**src/rtl/instruction_fetch.sv**
```systemverilog
// Instruction fetch front end. It owns the PC and issues one-word reads to a
// synchronous instruction memory with one cycle of read latency. Each returned
// word is paired with its PC in a two-entry output buffer, which lets decode
// stall without losing throughput. A redirect flushes everything that is
// buffered or in flight and restarts fetch at the new target.
module instruction_fetch #(
  parameter logic [31:0] RESET_PC  = 32'h0100_0000,
  parameter int          BUF_DEPTH = 2
) (
  input  logic        clock,
  input  logic        reset,
  // instruction memory read port
  output logic [31:0] imem_address,
  output logic        imem_req,
  output logic        imem_read_write,
  input  logic [31:0] imem_data_out,
  // branch / jump redirect
  input  logic        redirect_valid,
  input  logic [31:0] redirect_pc,
  // decode handshake
  output logic        inst_valid,
  input  logic        inst_ready,
  output logic [31:0] inst_pc,
  output logic [31:0] inst
);

  typedef struct packed {
    logic [31:0] pc;
    logic [31:0] word;
  } fetch_entry_t;

  // Occupancy limit. Buffered entries plus the in-flight request never exceed it.
  localparam logic [2:0] FULL = 3'(BUF_DEPTH);

  logic [31:0]        pc_q, pc_d;
  logic [31:0]        req_pc_q, req_pc_d;   // PC of the request whose data returns next cycle
  logic               inflight_q, inflight_d;
  logic [1:0]         count_q, count_d;
  fetch_entry_t [1:0] buf_q, buf_d;         // entry 0 is always the head

  logic               pop, push;
  logic [2:0]         occ;
  fetch_entry_t       rsp;

  // Handshake and request issue. A request is issued only when its data is
  // sure to find a free slot after this cycle's pop, so a push never meets a
  // full buffer.
  always_comb begin
    pop      = 1'b0;
    push     = 1'b0;
    occ      = 3'd0;
    imem_req = 1'b0;
    pop      = !reset && (count_q != 2'd0) && inst_ready;
    occ      = {1'b0, count_q} + {2'b0, inflight_q} - {2'b0, pop};
    imem_req = !reset && !redirect_valid && (occ < FULL);
    // A response arriving during a redirect belongs to the old path.
    push     = inflight_q && !redirect_valid;
  end

  // Next-state logic for the PC and the request tracker.
  always_comb begin
    pc_d       = pc_q;
    req_pc_d   = req_pc_q;
    inflight_d = imem_req;
    if (redirect_valid) begin
      pc_d = redirect_pc & ~32'h3;
    end else if (imem_req) begin
      pc_d     = pc_q + 32'd4;   // wraps naturally at 2^32
      req_pc_d = pc_q;
    end
  end

  // Next-state logic for the output buffer. The pop shifts entry 1 down to
  // the head first, then the push lands in the first free slot, so a
  // simultaneous push and pop keeps arrival order.
  always_comb begin
    buf_d   = buf_q;
    count_d = count_q;
    rsp     = '{pc: req_pc_q, word: imem_data_out};
    if (redirect_valid) begin
      // The head is dropped, not consumed, even if decode is ready this cycle.
      count_d = 2'd0;
    end else begin
      if (pop) begin
        buf_d[0] = buf_q[1];
        count_d  = count_q - 2'd1;
      end
      if (push) begin
        buf_d[count_d[0]] = rsp;
        count_d           = count_d + 2'd1;
      end
    end
  end

  // State registers. Reset takes priority over redirect and everything else.
  always_ff @(posedge clock) begin
    if (reset) begin
      pc_q       <= RESET_PC;
      req_pc_q   <= '0;
      inflight_q <= 1'b0;
      count_q    <= 2'd0;
      buf_q      <= '0;
    end else begin
      pc_q       <= pc_d;
      req_pc_q   <= req_pc_d;
      inflight_q <= inflight_d;
      count_q    <= count_d;
      buf_q      <= buf_d;
    end
  end

  // Outputs. They are forced to their idle values while reset is high,
  // because state only clears on the first reset edge.
  always_comb begin
    imem_read_write = 1'b0;
    imem_address    = reset ? RESET_PC : pc_q;
    inst_valid      = !reset && (count_q != 2'd0);
    inst_pc         = reset ? 32'h0 : buf_q[0].pc;
    inst            = reset ? 32'h0 : buf_q[0].word;
  end

  // The issue rule guarantees that a response never arrives at a full buffer.
  a_no_push_when_full: assert property (
    @(posedge clock) disable iff (reset) push |-> (count_q != 2'd2)
  );

endmodule

```
**config.mk**
```make
export PLATFORM = sky130hd
export DESIGN_NAME = instruction_fetch
export DESIGN_NICKNAME = d
export VERILOG_FILES = /design/src/rtl/instruction_fetch.sv
export SDC_FILE = /design/constraint.sdc
export NUM_CORES = 1
export LEC_CHECK = 0
export CAP_MARGIN = 20
export CORE_AREA = 2 2 162 164
export CTS_CLUSTER_SIZE = 8
export DETAILED_ROUTE_END_ITERATION = 10
export DIE_AREA = 0 0 164 166
export GPL_TIMING_DRIVEN = 0
export SLEW_MARGIN = 20
export SYNTH_ARGS = -nofsm -noshare
export SYNTH_HDL_FRONTEND = slang
export SYNTH_SLANG_ARGS = --single-unit
```
**constraint.sdc**
```tcl
create_clock -name clock -period 4.35 [get_ports clock]
set_input_delay 0.87 -clock clock [delete_from_list [all_inputs] [get_ports clock]]
set_output_delay 0.87 -clock clock [all_outputs]
set_load 0.01 [all_outputs]
```
==> flow_summary.yaml, run 1 <==
global_routing:
  grt_pass1_vias: 7138
  antenna_found_initial: 1
  grt_pass1_wl_mm: 40.6
  grt_overflow: 0
  grtUsageTotal: 0.194
  grt_max_degree: 17
logic_synthesis:
  ys_ff_latch: 189
  synth_top_family_by_area: "simple AND/OR/NAND/NOR gates"
  netlist_area_mm2: 0.00883
  async_flop_share: 0
  synth_ff_type: "dfxtp_1"
  syn_inst: 975
  synth_edf_count: 0
  synth_cell_types: 59
  synth_compound_area_frac: 0.139
  muxShareOfSynthArea: 0.142
  synth-adder-area-share: 0.00652
  synth_area_per_cell_um2: 9.05
  synth-seq-area-share: 0.429
  synthSimpleGateAreaFrac: 0.221
  synthXorXnorAreaFrac: 0.0101
  yosysWarnings: 0
clock_network:
  clk_pin_slew_worst_paths_ps: 70
  cts_tree: "yes"
  cts_hold_buffers: 0
  h-tree-depth: 4
  clock_latency_ps: 440
  cts_sinks: 189
  cts-root-buf: "clkbuf_16"
  clk_path_buf_depth: 2
  cts_buffers: 17
floorplan:
  die_x_um: 164
  die_area_mm2: 0.0272
  rows: 59
  ioPinCount: 167
  core_area_mm2: 0.0256
  start_util: 0.345
  die_h_um: 166
timing:
  tightest_slew_ps: 927
  setup_viol: 0
  timing.fmax_mhz: 241
  hold_viol_final: 0
  layout_min_cycle_time_ps: 4150
  min_period_over_period: 0.955
  maxSlewHeadroom: 0.382
  worst_hold_slack_ps: 481
  setup_ws_ps: 196
  clock-skew-final_ps: 12.1
  drv_slew: 0
  rsz0062_at_grt: "no"
worst_setup_path:
  end_kind: "output pin"
  path_cells: "clkdlybuf4s50_1, or3b_1, buf_6, xnor2_4, nand2_1, fa_1, xnor2_1, nand3_2, inv_8, clkbuf_2"
  slowest_stage: "clkdlybuf4s50_1"
  required_ps: 3480
  startpoint_type: "input port"
  arrival_ps: 3280
  crit_path_max_fanout: 14
  critPathTopFamily: "buffers and inverters"
  critPathKind: "input port to output pin"
  max_stage_delay_ps: 480
  crit_buf_inv: 4
detailed_routing:
  drtIter0Drc: 432
  vias_per_cell: 4.98
  drt_first_pass_iters: 5
  wl_per_cell_um: 17.6
  routed_wl_mm: 26.5
  drc: 0
  antenna_left: 0
  vias: 7504
final_layout:
  final_cell_area_mm2: 0.0115
  postLayoutCoreUtil: 0.448
  fin_nets: 1229
  area_growth_pct: 30.1
  layout_common_cells: "189 x dfxtp_1, 159 x clkdlybuf4s50_1, 141 x nor2_1"
  drive_gt1_frac: 0.0889
  final_common_cell: "dfxtp_1"
hold_path:
  worstHoldPathType: "flip-flop to flip-flop"
place:
  place.gp.congestion: 0.870
  pre_cts_ws_ps: -913
  hpwl_mm: 19.5
  placed_cell_area_mm2: 0.0109
  io_buffers: 160
outcome:
  status: "finished clean"
power_and_ir_drop:
  cellPowerDensity_mw_per_mm2: 342
  power_leakage_uw: 0.00391
  peakVddDrop_v: 0.000194
flow_run:
  maxCapViolCount: 0
==> worst min-delay path: cells and delay by family (launching register included) <==
kind	cells	cell delay [ps]
flops	1	330
simple gates	1	60
compound gates	1	50
==> synth_stat cells, drive strengths merged (3+ instances only) <==
cell | instances | area [µm²]
clkbuf | 39 | 146
dfxtp | 189 | 3780
o211ai | 6 | 45.0
nand2 | 85 | 322
xnor2 | 3 | 45.1
ha | 3 | 37.5
o311ai | 4 | 35.0
nand3 | 13 | 70.1
or3 | 5 | 31.3
nor3b | 3 | 22.5
inv | 7 | 26.3
and3 | 6 | 37.5
o22ai | 6 | 37.5
nor2 | 143 | 561
a21oi | 48 | 240
and2 | 13 | 81.3
a32oi | 3 | 26.3
nor4 | 4 | 55.1
nor2b | 92 | 576
buf | 43 | 287
a211oi | 62 | 591
xor2 | 5 | 43.8
a31oi | 20 | 125
mux2i | 124 | 1240
nor3 | 5 | 25.0
nand4 | 11 | 83.8
o21ai | 10 | 50.1
==> layer usage <==
layer	vias up	GRT usage	share of wire
met4	0	0.0870	0.031
met5	-	0	0
met1	3498	0.266	0.46
met3	40	0.0367	0.053
met2	217	0.296	0.46
li1	3749	-	-
==> registers in the layout, indices dropped and copies added, names as in the netlist <==
register    flops
buf_q         126
count_q         2
inflight_q      1
req_pc_q       30
pc_q           30
==> power by group <==
| part | total, µW | internal, µW | switching, µW | leakage [µW] |
|---|---|---|---|---|
| logic | 454 | 215 | 239 | 0.00209 |
| registers | 1850 | 1790 | 58.6 | 0.00154 |
| clock network | 1620 | 927 | 695 | 0.000289 |
| total | 3930 | 2930 | 992 | 0.00391 |
==> timing repair <==
item                                    4_1_cts  5_1_grt
endpoints found under the setup margin       54        1
pin swaps                                     1        1
resized for setup                             8        2
buffers inserted                              2        0
gates cloned                                  1        0
==> cell type report <==
cell class | count | area (µm²)
Sequential cell | 189 | 3780
Clock inverter | 12 | 160
Antenna cell | 1 | 2.50
Fill cell | 2538 | 14100
Timing Repair inverter | 1 | 6.26
Buffer | 80 | 428
Timing Repair Buffer | 162 | 1610
Tap cell | 335 | 419
Clock buffer | 20 | 447
Inverter | 8 | 37.5
Multi-Input combinational cell | 698 | 4590
==> per-stage QoR <==
| stage | total power [µW] | cells | setup TNS, ps |
|---|---|---|---|
| after floorplan | 2110 | 977 | 0 |
| after global placement | 2340 | 1472 | -12710 |
| after detailed placement | 2340 | 1472 | -11910 |
| after CTS | 3960 | 1505 | 0 |
| after global routing | 4070 | 1506 | 0 |
| final | 3930 | 1506 | 0 |
==> path summary, 6_finish.rpt <==
kind	slack (ps)	depth (start not counted)	from	to
max	200	10	reset	imem_req
min	480	2	req_pc_q[9]$_SDFFE_PP0P_	req_pc_q[9]$_SDFFE_PP0P_
max reg2reg	430	15	count_q[0]$_SDFF_PP0_	req_pc_q[26]$_SDFFE_PP0P_
min reg2reg	480	2	req_pc_q[9]$_SDFFE_PP0P_	req_pc_q[9]$_SDFFE_PP0P_
==> logic make-up (layout without fill, tap and decap cells) <==
kind of cell	count (synthesis)	in the layout
compound gates	168	168
xor+xnor	8	8
fa+ha+maj	4	4
buf+inv	90	283
flops	189	189
mux	125	125
other cells	1	4
simple gates	390	390
Power figures use the tool's default switching activity.
==> run 2, diff against run 1 <==
CORE_AREA = 2 2 181 148   (was 2 2 162 164)
DIE_AREA = 0 0 183 150   (was 0 0 164 166)
==> run 2 against run 1 <==
Clock power decreased by 4%. Sequential power about the same. Worst setup slack improved by 5.0 ps. Register-to-register slack improved by 240 ps. Critical endpoint unchanged. Worst hold slack about the same. Die area increased by 0.83%. Fmax increased by 0.12%. Critical path depth unchanged. Largest cell class unchanged. First-iteration DRC count increased by 38%.
==> flow_summary.yaml, run 2 (same netlist as run 1, synthesis figures left out) <==
outcome:
  status: "finished clean"
power_and_ir_drop:
  peakVddDrop_v: 0.000267
  comb_power_share: 0.118
  power_leakage_uw: 0.00396
  p_switching_uw: 1050
  seqPwrFrac: 0.478
  cellPowerDensity_mw_per_mm2: 336
  cellInternalPower_uw: 2830
  p_sw_frac: 0.270
  p_clk_frac: 0.404
worst_setup_path:
  crit_path_max_fanout: 15
  required_ps: 3480
  end_kind: "output pin"
  critPathTopFamily: "buffers and inverters"
  max_stage_delay_ps: 440
  reg2reg_depth: 16
  crit_buf_inv: 4
  r2r_slack_ps: 670
  path_cells: "clkdlybuf4s50_1, or3b_1, buf_6, xnor2_4, nand2_1, fa_1, xnor2_1, nand3_2, clkinv_4, clkdlybuf4s15_2"
  critPathKind: "input port to output pin"
  crit_cells: 10
  startpoint_type: "input port"
  arrival_ps: 3280
  slowest_stage: "clkdlybuf4s50_1"
timing:
  setup_ws_ps: 201
  drv_slew: 0
  tightest_slew_ps: 918
  layout_min_cycle_time_ps: 4150
  hold_viol_final: 0
  timing.fmax_mhz: 241
  min_period_over_period: 0.954
  rsz0062_at_grt: "no"
  setup_viol: 0
  maxSlewHeadroom: 0.388
  clock-skew-final_ps: 8.91
clock_network:
  cts_sinks: 189
  clock_latency_ps: 430
  h-tree-depth: 4
  cts-root-buf: "clkbuf_16"
  cts_tree: "yes"
  cts_buffers: 17
  clk_path_buf_depth: 2
  clk_pin_slew_worst_paths_ps: 70
final_layout:
  layout_common_cells: "188 x dfxtp_1, 158 x clkdlybuf4s50_1, 141 x nor2_1"
  top_register: "buf_q"
  diodes: 0
  area_growth_pct: 30.4
  largest_reg_flops: 126
  final_common_cell: "dfxtp_1"
  postLayoutCoreUtil: 0.447
  drive_gt1_frac: 0.0976
  reg_top3: "buf_q: 126 flops, pc_q: 30 flops, req_pc_q: 30 flops"
  fin_nets: 1237
place:
  place.gp.congestion: 0.854
  pre_cts_ws_ps: -847
  io_buffers: 160
  hpwl_mm: 19.2
global_routing:
  antenna_found_initial: 0
  grt_pass1_wl_mm: 40.3
  grtUsageTotal: 0.190
  grt_max_degree: 20
  grt_overflow: 0
  grt_pass1_vias: 7022
detailed_routing:
  drtIter0Drc: 595
  wl_per_cell_um: 17.6
  drc: 0
  routed_wl_mm: 26.5
  antenna_left: 0
  vias_per_cell: 4.99
  vias: 7525
  drt_first_pass_iters: 6
flow_run:
  maxCapViolCount: 0
floorplan:
  start_util: 0.343
  rows: 53
  ioPinCount: 167
  die_area_mm2: 0.0275
  die_x_um: 183
  die_h_um: 150
  core_area_mm2: 0.0257
hold_path:
  min_path_cells: 2
  worstHoldPathType: "flip-flop to flip-flop"
[run 2: cell count changes in the layout (fill, tap and decap cells not counted), moves of 2 or more]
cell,before,now
clkinv_4,1,3
clkbuf_1,38,36
buf_4,17,26
inv_6,2,6
clkinvlp_4,3,1
bufinv_16,3,1
[run 2: per-layer routing]
| layer | GRT usage | part of all wire |
|---|---|---|
| met5 | 0 | 0 |
| met1 | 0.285 | 0.50 |
| met4 | 0.0424 | 0.012 |
| met2 | 0.277 | 0.42 |
| met3 | 0.0409 | 0.060 |
[run 2: worst paths after layout]
kind	start	to
hold / removal	req_pc_q[2]$_SDFFE_PP0P_	req_pc_q[2]$_SDFFE_PP0P_
setup / recovery	inst_ready	imem_req
setup reg to reg	count_q[0]$_SDFF_PP0_	pc_q[9]$_SDFFE_PP0P_
hold reg to reg	req_pc_q[2]$_SDFFE_PP0P_	req_pc_q[2]$_SDFFE_PP0P_
[run 2: area by class of cell]
cell class	instances	area, µm²
fillers	2518	14200
well taps	330	413
plain buffers	79	423
repair inverters	1	5.00
inverters	8	35.0
multi-input cells	698	4590
flip-flops and latches	189	3780
clock buffers	17	425
clock inverters	15	151
repair buffers	171	1690
[run 2: worst min-delay path, cell delays in order (launching register included)]
cell and delay (ps):
dfxtp_1 320, nand2_1 60, a21oi_1 50
[run 2: power by group through the flow]
stage / clock network [µW] / logic, µW / registers, µW
after floorplan: 0 / 248 / 1870
after global placement: 0 / 446 / 1890
after detailed placement: 0 / 449 / 1890
after CTS: 1590 / 453 / 1850
after global routing: 1670 / 497 / 1860
final: 1560 / 458 / 1850
[run 2: per-stage QoR]
step                      hold WS (ps)  setup TNS [ps]  cell area [µm²]  power (µW)  instances
final                              481               0            11500        3870       1508
after global routing               499               0            11500        4020       1508
after CTS                          484           -49.5            11400        3900       1498
after detailed placement           473          -14180            10800        2340       1467
after global placement             466          -13860            10800        2330       1467
after floorplan                    449               0             8830        2110        977
[run 2: repair_timing]
action | 4_1_cts | 5_1_grt
pin swaps | 1 | 2
setup endpoints to repair | 54 | 1
setup buffers | 1 | 10
gates cloned | 0 | 1
hold endpoints to repair | 0 | 0
resized for setup | 9 | 3
hold buffers | 0 | 0
==> edit 1, RTL diff (flow settings as in run 1) <==
Make the reset (`reset`) asynchronous in one clocked block.
--- a/src/rtl/instruction_fetch.sv
+++ b/src/rtl/instruction_fetch.sv
@@ -94,5 +94,5 @@
 
   // State registers. Reset takes priority over redirect and everything else.
-  always_ff @(posedge clock) begin
+  always_ff @(posedge clock or posedge reset) begin
     if (reset) begin
       pc_q       <= RESET_PC;
Check against the original RTL: same outputs for any inputs over 4 cycles, from zero or initial values and one cycle with reset high; that may be too few to reach the edited logic, so the function may still have changed.
==> edit 1 against run 1 <==
Design area rose by 4.3%. Worst setup slack worse by 0.053 ns. Cell count is 11% lower. Worst hold slack better by 0.021 ns. Clock skew up 0.0014 ns. Synthesized area rose by 3.6%. Sequential cell count stayed put. Wire length down 11%. Non-clock buffer count shrank 21. Via count is 12% lower. Fmax is 1.3% lower. Utilization is 1.9 points higher.
Power is not compared: it rests on default switching activity, and its combinational part moved more than twofold at a synthesized area within 25%.
==> edit 1: results (changes against run 1) <==
stage	metric	value	unit	change
status	run_status	finished, final reports clean		
sta	worst_slew_pin_slew	0.784	ns	-0.143 ns
drt	first_iter_violations	333		-23%
global_route	grt_pass1_vias	6624		-7.2%
drt	avgRoutedWirePerCell	17.6	um	about the same
yosys	yosysSeqAreaShare	51.7	%	+8.9 points
global_route	grt_max_degree	34		+17
setup_path	cp_max_fo	20		+6
place	place_ws	-1.05	ns	-0.139 ns
sta	worst_clock_skew	0.0135	ns	+0.00136 ns
cells_and_area	reg_top3	buf_q (126), pc_q (30), req_pc_q (30)		
drt	met3_length	1210	um	-13%
yosys	synth_area_leaders	dfrtp_1 (51%), mux2_2 (23%), nor2b_1 (6.3%), nand2_1 (5.1%), clkbuf_1 (1.1%)		
global_route	antenna_found_initial	0		-1
global_route	use_met2	26.9	%	-2.7 points
place	gp_congestion	0.839		-3.5%
cells_and_area	n_antenna_cell	0		-1
drt	routed_via_density	4.92		-1.3%
place	io_buffers	161		+0.63%
clock_tree	cts_resized	11		+3
yosys	async_flop_share	100	%	+100 points
cells_and_area	final_nets	1061		-14%
worst_hold_path	hold_path.class	flop to flop		
place	dpl_cell_area	0.0113	sq mm	+4.2%
global_route	grt_usage	17.7	%	-1.7 points
yosys	synth.avg_cell_area	11.4	sq um	+26%
yosys	yosys_most_used_dff	dfrtp_1		
drt	drtPass1Iterations	4		-1
setup_path	critPathArrivalTime	3.34	ns	+0.06 ns
drt	m1WireLength	11100	um	-8.7%
power_and_ir_drop	power_leakage	5.26	nW	
clock_tree	cts_made_buffers	17		unchanged
yosys	yosys-top-cells-count	dfrtp_1 (188), mux2_2 (186), nand2_1 (124)		
clock_tree	post_cts_buffers	1		-1
place	dp.cells	1305		-11%
place	dp_hpwl	16600	um	-15%
cells_and_area	drive_gt1_share	26.5	%	+18 points
drt	met2_length	10900	um	-9.8%
global_route	grt_pass1_wl	37300	um	-8.1%
drt	routed_wl	23600	um	-11%
yosys	synth.distinct_cells	47		-20%
global_route	use_met1	25.8	%	-0.85 points
==> edit 1: cell types whose count changed in the layout (fill, tap and decap cells not counted), moves of 39 or more <==
cell | before | now
a21oi_1 | 48 | 2
dfxtp_1 | 189 | 0
mux2i_1 | 124 | 1
mux2_2 | 1 | 186
nand2_1 | 84 | 123
nor2_1 | 141 | 14
dfrtp_1 | 0 | 187
==> edit 1: final cells by class <==
| class | count | area [sq um] |
|---|---|---|
| fill | 2414 | 13600 |
| sequential | 189 | 4730 |
| multi-input combinational | 552 | 4140 |
| timing repair buffer | 168 | 1740 |
| clock buffer | 17 | 425 |
| tap | 335 | 419 |
| buffer | 53 | 278 |
| clock inverter | 15 | 203 |
| inverter | 8 | 36.3 |
==> edit 1: worst max-delay path, cell delays in order <==
cell             delay [ns]
clkdlybuf4s50_1        0.48
nand2_2                0.12
xnor2_2                0.18
nand2_1                0.09
fa_1                   0.37
xor2_1                 0.15
or4b_1                 0.46
clkbuf_4               0.20
inv_4                  0.10
buf_12                 0.17
clkbuf_2               0.15
==> edit 1: cells by family after synthesis <==
logic type | synth area share [%]
compound gates | 4.58
other cells | 0.0410
mux | 23.0
buf+inv | 3.26
fa+ha+maj | 0.629
xor+xnor | 0.383
simple gates | 16.4
flops | 51.7
==> edit 1: worst paths after layout <==
check                             from           to  slack, ns  cells after the start
setup / recovery            inst_ready     imem_req       0.14                     11
min in group asynchronous        reset    buf_q[46]       1.16                      3
hold reg to reg            req_pc_q[5]  req_pc_q[5]       0.50                      2
hold / removal             req_pc_q[5]  req_pc_q[5]       0.50                      2
max in group asynchronous        reset    buf_q[54]       2.24                      6
setup reg to reg            count_q[0]      pc_q[9]       0.97                     15
==> edit 2, RTL diff (config.mk and constraints of run 1) <==
Made on the original files. Change the parameter `RESET_PC` from 32'h0100_0000 to 32'h00800000.
--- a/src/rtl/instruction_fetch.sv
+++ b/src/rtl/instruction_fetch.sv
@@ -5,5 +5,5 @@
 // buffered or in flight and restarts fetch at the new target.
 module instruction_fetch #(
-  parameter logic [31:0] RESET_PC  = 32'h0100_0000,
+  parameter logic [31:0] RESET_PC  = 32'h00800000,
   parameter int          BUF_DEPTH = 2
 ) (
Formal check against the unedited RTL: not equivalent (Yosys sat finds a counterexample within 4 cycles, from zero or initial values and one cycle with reset high).
==> edit 2 against run 1 <==
Worst hold slack lost 0.0047 ns. Design area grew 2.2%. Synthesized cell count shrank 0.82%. Synthesized area grew 2.1%. Sequential cell count is the same. Global-route usage shrank 0.43 points. Via count shrank 1.6%. Worst setup slack lost 0.033 ns. Utilization grew 1.0 points. Wire length shrank 3.1%. Critical path type unchanged. Combinational power grew 5.9%. Highest routed layer unchanged. Die area is the same. Power grew 4.5%.
==> edit 2: results (changes against run 1) <==
stage	metric	value	unit	change
status	run_status	finished, final reports clean		
sta	worst_clock_skew	0.00962	ns	-0.00252 ns
global_route	use_met3	3.40	%	-0.27 points
setup_path	rr_worst_depth	12		-3
drt	routed_via_density	4.93		-0.98%
global_route	grt_pass1_wl	40200	um	-1.1%
setup_path	cpMaxStageDelayCell	fa_2		
place	gp_congestion	0.821		-5.5%
global_route	grt_usage	19.0	%	-0.43 points
power_and_ir_drop	p_switching	0.998	mW	+0.60%
yosys	syn_inst	967		-0.82%
sta	whs	0.476	ns	-0.00474 ns
global_route	use_met1	27.5	%	+0.87 points
setup_path	cp_max_fo	15		+1
drt	first_iter_violations	367		-15%
cells_and_area	n_antenna_cell	0		-1
drt	routed_wl	25700	um	-3.1%
drt	drtPass1Iterations	6		+1
cells_and_area	final_nets	1222		-0.57%
drt	avgRoutedWirePerCell	17.2	um	-2.5%
sta	worst_slew_pin_slew	0.871	ns	-0.0553 ns
drt	met3_length	962	um	-31%
global_route	grt_pass1_vias	7036		-1.4%
worst_hold_path	min_from	req_pc_q[17]		
setup_path	critPathArrivalTime	3.32	ns	+0.04 ns
power_and_ir_drop	power_leakage	3.92	nW	+0.15%
yosys	synth_area_leaders	dfxtp_1 (42%), mux2i_1 (14%), a211oi_2 (8.6%), nor2b_1 (6.6%), nor2_1 (5.7%)		
setup_path	r2r_end	pc_q[21]		
cells_and_area	drive_gt1_share	12.7	%	+3.8 points
place	dp.cells	1464		-0.54%
setup_path	cp_slowest_stage_delay	0.64	ns	+0.16 ns
yosys	yosysSeqAreaShare	42.0	%	-0.87 points
global_route	use_met2	29.0	%	-0.55 points
place	place_ws	-0.889	ns	+0.0249 ns
drt	met2_length	11700	um	-3.3%
==> edit 2: timing repair <==
action / CTS / global route
pin swaps: 1 / 1
endpoints found under the setup margin: 2 / 1
setup buffers: 1 / 3
gates resized for setup: 7 / 2
==> edit 2: cell type report <==
class	count	area (sq um)
multi-input cells	692	4790
clock inverters	13	234
flip-flops and latches	189	3780
repair buffers	164	1630
fillers	2487	13900
clock buffers	18	429
well taps	335	419
plain buffers	80	428
inverters	6	30.0
==> edit 2: logic make-up after synthesis <==
group / Yosys count / synth area share [%]
other: 1 / 0.0416
muxes: 124 / 13.8
adders and majority gates: 4 / 0.639
xor gates and xnor gates: 21 / 2.33
buffers and inverters: 88 / 5.07
DFF: 189 / 42.0
AOI/OAI and AO/OA: 149 / 14.5
and+or+nand+nor: 391 / 21.7
==> edit 2: tightest hold or removal path, delay by kind of cell, from the launching register on <==
family	cells	cell delay, ns
flops	1	0.32
simple gates	1	0.06
compound gates	1	0.05
